[config.mk]
export PLATFORM = sky130hd
export DESIGN_NAME = shift_add_multiplier
export DESIGN_NICKNAME = d
export VERILOG_FILES = /design/src/rtl/shift_add_multiplier.sv
export SDC_FILE = /design/constraint.sdc
export NUM_CORES = 1
export LEC_CHECK = 0
export BUFFER_PORTS_ARGS = -buffer_cell sky130_fd_sc_hd__buf_2
export CAP_MARGIN = 30
export CELL_PAD_IN_SITES_DETAIL_PLACEMENT = 1
export CELL_PAD_IN_SITES_GLOBAL_PLACEMENT = 2
export CORE_MARGIN = 2
export CORE_UTILIZATION = 39
export CTS_CLUSTER_SIZE = 14
export DETAILED_ROUTE_END_ITERATION = 7
export PLACE_DENSITY_LB_ADDON = 0.05
export SLEW_MARGIN = 20
export SYNTH_ARGS = -nofsm -noshare
export SYNTH_HDL_FRONTEND = slang
export SYNTH_SLANG_ARGS = --single-unit
[constraint.sdc]
create_clock -name clk -period 3.95 [get_ports clk]
set_input_delay 0.79 -clock clk [delete_from_list [all_inputs] [get_ports clk]]
set_output_delay 0.79 -clock clk [all_outputs]
set_load 0.05 [all_outputs]
[src/rtl/shift_add_multiplier.sv]
// shift_add_multiplier: sequential unsigned shift-and-add multiplier.
// Operands load over DataIn with per-register load enables; a start pulse
// launches one multiply that retires one multiplier bit per clock. The
// 2N-bit Product is registered and flagged by a one-cycle result_valid.
// Optional feature macro: MULT_EARLY_EXIT_EN (finish as soon as the
// remaining multiplier bits are all zero).
module shift_add_multiplier #(
  parameter int N = 4
) (
  input  logic           clk,
  input  logic           reset,
  input  logic [N-1:0]   DataIn,
  input  logic           ld_M,
  input  logic           ld_Q,
  input  logic           start,
  output logic           busy,
  output logic           result_valid,
  output logic [2*N-1:0] Product
);

  localparam int CW = $clog2(N);
  localparam logic [CW-1:0] LAST_CNT = CW'(N - 1);

  localparam logic [0:0] IDLE = 1'b0;
  localparam logic [0:0] RUN  = 1'b1;

  logic [0:0]     state;
  logic [N-1:0]   M;
  logic [N-1:0]   Qop;
  logic [N:0]     A;
  logic [N-1:0]   Q;
  logic [CW-1:0]  cnt;

  logic [N-1:0]   addend;
  logic [N:0]     sum;
  logic [2*N-1:0] shifted;
  logic           last;
  logic           done_early;
  logic [2*N-1:0] early_prod;

  // One iteration: conditional add of M, then the {sum,Q} right shift.
  // A[N] is always 0 entering an iteration, so adding full A equals adding A[N-1:0].
  always_comb begin
    addend  = Q[0] ? M : '0;
    sum     = A + {1'b0, addend};
    shifted = {sum, Q[N-1:1]};
    last    = (cnt == LAST_CNT);
  end

`ifdef MULT_EARLY_EXIT_EN
  localparam logic [CW:0] N_W = (CW+1)'(N);
  logic [N-1:0] pend_mask;
  logic [CW:0]  shamt;

  // Detect that every unprocessed multiplier bit is zero and pre-compute
  // the remaining shifts so the final value matches a full-length run.
  always_comb begin
    pend_mask  = {N{1'b1}} >> cnt;
    done_early = ((Q & pend_mask) == '0);
    shamt      = N_W - {1'b0, cnt};
    early_prod = {A[N-1:0], Q} >> shamt;
  end
`else
  // Early exit disabled: every multiply runs exactly N iterations.
  always_comb begin
    done_early = 1'b0;
    early_prod = '0;
  end
`endif

  // Control FSM, operand registers and datapath state.
  always_ff @(posedge clk or negedge reset) begin
    if (!reset) begin
      state        <= IDLE;
      busy         <= 1'b0;
      result_valid <= 1'b0;
      Product      <= '0;
      M            <= '0;
      Qop          <= '0;
      A            <= '0;
      Q            <= '0;
      cnt          <= '0;
    end else begin
      result_valid <= 1'b0;
      case (state)
        IDLE: begin
          if (start) begin
            A     <= '0;
            Q     <= Qop;
            cnt   <= '0;
            busy  <= 1'b1;
            state <= RUN;
          end else begin
            if (ld_M) M   <= DataIn;
            if (ld_Q) Qop <= DataIn;
          end
        end
        RUN: begin
          if (done_early) begin
            Product      <= early_prod;
            result_valid <= 1'b1;
            busy         <= 1'b0;
            state        <= IDLE;
          end else begin
            A   <= {1'b0, sum[N:1]};
            Q   <= {sum[0], Q[N-1:1]};
            cnt <= cnt + 1'b1;
            if (last) begin
              Product      <= shifted;
              result_valid <= 1'b1;
              busy         <= 1'b0;
              state        <= IDLE;
            end
          end
        end
        default: begin
          busy  <= 1'b0;
          state <= IDLE;
        end
      endcase
    end
  end

endmodule

== Word level (Yosys, flattened, before mapping) ==
Cells that the tools add are included.
W data, S select, Z words.

* Add/subtract/negate cells: 2
* Eq/ne operators: 3
* Multiplexer cells: 15
* Bitwise logic cells: 2
* Reductions and logical operators: 4

{| class="wikitable"
|+ Operators by type and width
! kind !! count
|-
| $pmux W5 S2 || 1
|-
| $mux W4 || 2
|-
| $pmux W4 S2 || 1
|-
| $mux W1 || 6
|-
| $reduce_and A3 Y1 || 2
|-
| $add A5 B4 Y5 || 1
|-
| $mux W5 || 1
|-
| $pmux W1 S2 || 2
|-
| $pmux W2 S2 || 1
|-
| $reduce_and A2 Y1 || 2
|-
| $add A2 B1 Y2 const B || 1
|-
| $eq A2 B2 Y1 const B || 1
|-
| $mux W2 || 1
|-
| $ne A2 B1 Y1 const B || 1
|-
| $ne A2 B2 Y1 const B || 1
|-
| $not A1 Y1 || 2
|}

* Flip-flop bits (word level): 30
* Bits of input ports: 9
* Output and inout bits: 10

== Longest topological paths before layout ==
* Word-level depth: 3
* Mapped depth: 7

== Least setup slack after synthesis ==
OpenSTA, ideal clock, no wires.

* Path kind: input to register
* From: in start
* To: reg M[0]
* Library setup time: 0.125 ns
* Arrival time: 1.685 ns
* Required time: 3.825 ns
* Slack: 2.140 ns
* Stages on the path: 4
* Path through: buf_4 -> nor2_2 -> and2_0 -> mux2_2

* Longest elaborated chain between the ends: 2

{| class="wikitable"
|+ Ends and longest elaborated chain
! what !! RTL line !! text
|-
| start, declared || 15 || <nowiki>input logic start,</nowiki>
|-
| $not A1 Y1 (no source line) || n/a ||
|-
| $reduce_and A3 Y1 (no source line) || n/a ||
|-
| end signal, assigned || 94 || <nowiki>if (ld_M) M <= DataIn;</nowiki>
|-
| end, declared || 28 || <nowiki>logic [N-1:0] M;</nowiki>
|}

No other way between the ends.
A chain may end at the register's enable or synchronous reset.

== Worst setup path after layout ==
* From: reg state
* To: reg Qop[3]

* Longest elaborated chain between the ends: 2

{| class="wikitable"
|+ Ends and longest elaborated chain
! what !! RTL line !! text
|-
| start, declared || 27 || <nowiki>logic [0:0] state;</nowiki>
|-
| start signal, assigned || 74 || <nowiki>state <= IDLE;</nowiki>
|-
| start signal, assigned || 92 || <nowiki>state <= RUN;</nowiki>
|-
| start signal, assigned || 103 || <nowiki>state <= IDLE;</nowiki>
|-
| $not A1 Y1 || n/a ||
|-
| $reduce_and A3 Y1 (no source line) || n/a ||
|-
| end signal, assigned || 95 || <nowiki>if (ld_Q) Qop <= DataIn;</nowiki>
|-
| end, declared || 29 || <nowiki>logic [N-1:0] Qop;</nowiki>
|}

No other way between the ends.

==> run_results.csv <==
group,metric,value,unit
timing,maxSlewViolCount,0,
final_layout,instances_no_fill,179,
clocking,clk_path_buf_depth,2,
yosys,syn_avg_cell_area,11.9,sq um
floorplanning,num_io_pins,19,
clocking,cts-root-buf,"clkbuf_4",
yosys,synth_edf_count,0,
power_and_ir_drop,p_leak,0.000737,uW
critical_path,r2r_end,"Qop[3]",
job,max_cap_violations,0,
routing,ant_nets,0,
clocking,clk_pin_slew,0.09,ns
power_and_ir_drop,p_per_area,845,mW/mm^2
critical_path,critPathSlowestCell,"dfrtp_1",
global_routing,grt_pass1_vias,976,
floorplanning,start_util,40.2,%
timing,rsz0062_at_grt,"false",
place,placedCellCount,173,
clocking,hold_buffers,0,
clocking,cts_tree,"yes",
critical_path,cp.required,4.16,ns
timing,min_period_over_period,45.9,%
timing,min_period,1.81,ns
yosys,synth_cells,112,
clocking,insertion_delay,0.33,ns
timing,final-setup-viol-count,0,
yosys,synth_area,0.00133,sq mm
place,dp_hpwl,2.05,mm
yosys,ys_ff_latch,29,
floorplanning,rows,21,
final_layout,regArea,726,sq um
clocking,post_cts_resize_count,0,
routing,wl_per_cell,15.1,um
final_layout,diodes,0,
global_routing,grt_pass1_wl,4.72,mm
routing,drt-total-wl,2.70,mm
final_layout,multi_input_area,556,sq um
timing,fin_setup_tns,0,ns
timing,hold_viol_final,0,
final_layout,final.fill_count,393,
final_layout,layout.nets,149,
critical_path,r2r_start,"state",
yosys,async_reset_ff_share,100,%
outcome,outcome,"complete, no violations",
routing,initialDrtViolationCount,26,
global_routing,antenna_found_initial,0,
timing,worst_pin_slew,0.680,ns
timing,fmax,552,MHz
critical_path,crit_path_start_kind,"flip-flop",
yosys,synth-main-ff-cell,"dfrtp_1",
routing,drc,0,
yosys,synthDistinctLibCells,31,
critical_path,cp_max_fo,23,
hold_path,hp-class,"input port to asynchronous set/reset pin",
routing,avgViaCountPerCell,5.02,
critical_path,cp_slowest_stage_delay,0.64,ns
clocking,h-tree-depth,2,
timing,slew_headroom,54.7,%
global_routing,grt_max_degree,30,
floorplanning,core_area,0.00331,sq mm
place,portBuffers,18,
critical_path,end_kind,"flip-flop",
critical_path,reg2regPathDepth,3,
yosys,synth_sequential_area_ratio,54.5,%
yosys,yosysWarnings,0,
clocking,cts.sinks,29,
place,place_congestion,0.746,
clocking,cts_buffers,5,
power_and_ir_drop,ir_drop,0.346,mV
global_routing,grt_util_all_layers,16.5,%
clocking,post-cts-setup-buffer-count,0,
critical_path,worst-r2r-setup-slack,2.14,ns
critical_path,criticalPathCategory,"flip-flop to flip-flop",
floorplanning,dieArea,0.00390,sq mm
final_layout,area_growth_syn_to_layout,13.1,%
routing,via_count,899,
critical_path,cp_cell_sequence,"nor2_2, and2_0, mux2_2",
global_routing,gr-total-overflow,0,
timing,finClkSkew,0.00691,ns
final_layout,drive_gt1_share,29.3,%
floorplanning,fp.dieW,62.4,um
floorplanning,die_height,62.4,um
yosys,syn_nets,127,
critical_path,critPathArrivalTime,2.02,ns
routing,firstDrtPassIters,3,
==> final cells by class <==
type | instances | area share (%)
inverters | 9 | 2.24
flip-flops and latches | 29 | 48.2
clock buffers | 5 | 2.49
well taps | 46 | 3.82
multi-input cells | 71 | 36.9
clock inverters | 1 | 0.333
repair buffers | 18 | 5.99
==> registers in the layout, indices dropped and copies added (netlist names) <==
register,cells
Q,4
state,1
M,4
A,4
cnt,2
Qop,4
Product,8
result_valid,1
busy,1
==> stage by stage <==
| step | power [uW] | setup WS (ns) | util [%] | hold WS, ns | cell area, sq um |
|---|---|---|---|---|---|
| after floorplan | 973 | 2.14 | - | 0.454 | 1330 |
| after global placement | 1110 | 1.98 | 44.2 | 0.464 | 1460 |
| after detailed placement | 1140 | 1.90 | 44.2 | 0.470 | 1460 |
| after CTS | 1300 | 2.10 | 45.5 | 0.489 | 1510 |
| after global routing | 1390 | 1.95 | 45.5 | 0.505 | 1510 |
| final | 1270 | 2.14 | 45.5 | 0.479 | 1510 |
==> report_power, final <==
group,switching [uW],internal (uW),total [uW]
clock network,96.3,61.5,158
logic,355,222,577
registers,101,436,537
==> critical path: cells and delay by family (launching register included) <==
| family | cells | cell delay (ns) |
|---|---|---|
| AND/OR/NAND/NOR | 2 | 0.68 |
| multiplexers | 1 | 0.37 |
| flip-flops | 1 | 0.64 |
==> cells in the mapped netlist, types with 2 or more instances <==
cell     count  area [sq um]
nor2_1       2          7.51
o21ai_0      8          40.0
and2_0       2          12.5
or3_1        2          12.5
nand2_1      9          33.8
dfrtp_1     29           726
inv_1        9          33.8
and4b_1      3          30.0
mux2_2      13           146
a31oi_1      2          12.5
ha_1         5          62.6
a21oi_1      3          15.0
and2_1       3          18.8
mux2i_1      4          40.0
nor2b_1      2          12.5
==> cells by family (layout without fill, tap and decap cells) <==
family | after synthesis | in the layout | synth area share, %
fa+ha+maj | 6 | 6 | 6.20
xor+xnor | 1 | 1 | 0.658
simple gates | 28 | 28 | 12.1
mux | 17 | 17 | 14.0
flops | 29 | 29 | 54.5
compound gates | 19 | 19 | 8.74
buf+inv | 12 | 33 | 3.76
==> routing by layer <==
metal  GRT usage (%)  vias up  wire length, um
met5               0        -                0
met4            9.17        0               71
met3            5.59        6              110
met2            26.6       16             1270
met1            19.4      443             1250
li1                -      434                -
==> worst max-delay path by stage <==
stage                      from      to  cells after the start
after floorplan           start    M[0]                      4
after global placement    start    M[3]                      4
after detailed placement  start  Qop[3]                      4
after CTS                 state  Qop[3]                      3
after global routing      state  Qop[3]                      3
final                     state  Qop[3]                      3
==> placed cells by master, fill, tap and decap left out, types with 2 or more instances in the layout <==
cell	n
a21oi_1	3
a31oi_1	2
and2_0	2
and2_1	3
and4b_1	3
buf_2	18
clkbuf_4	5
dfrtp_1	29
ha_1	5
inv_1	9
mux2_2	13
mux2i_1	4
nand2_1	9
nor2_1	2
nor2b_1	2
o21ai_0	8
or3_1	2
No activity file was read; power rests on OpenSTA's default activity.
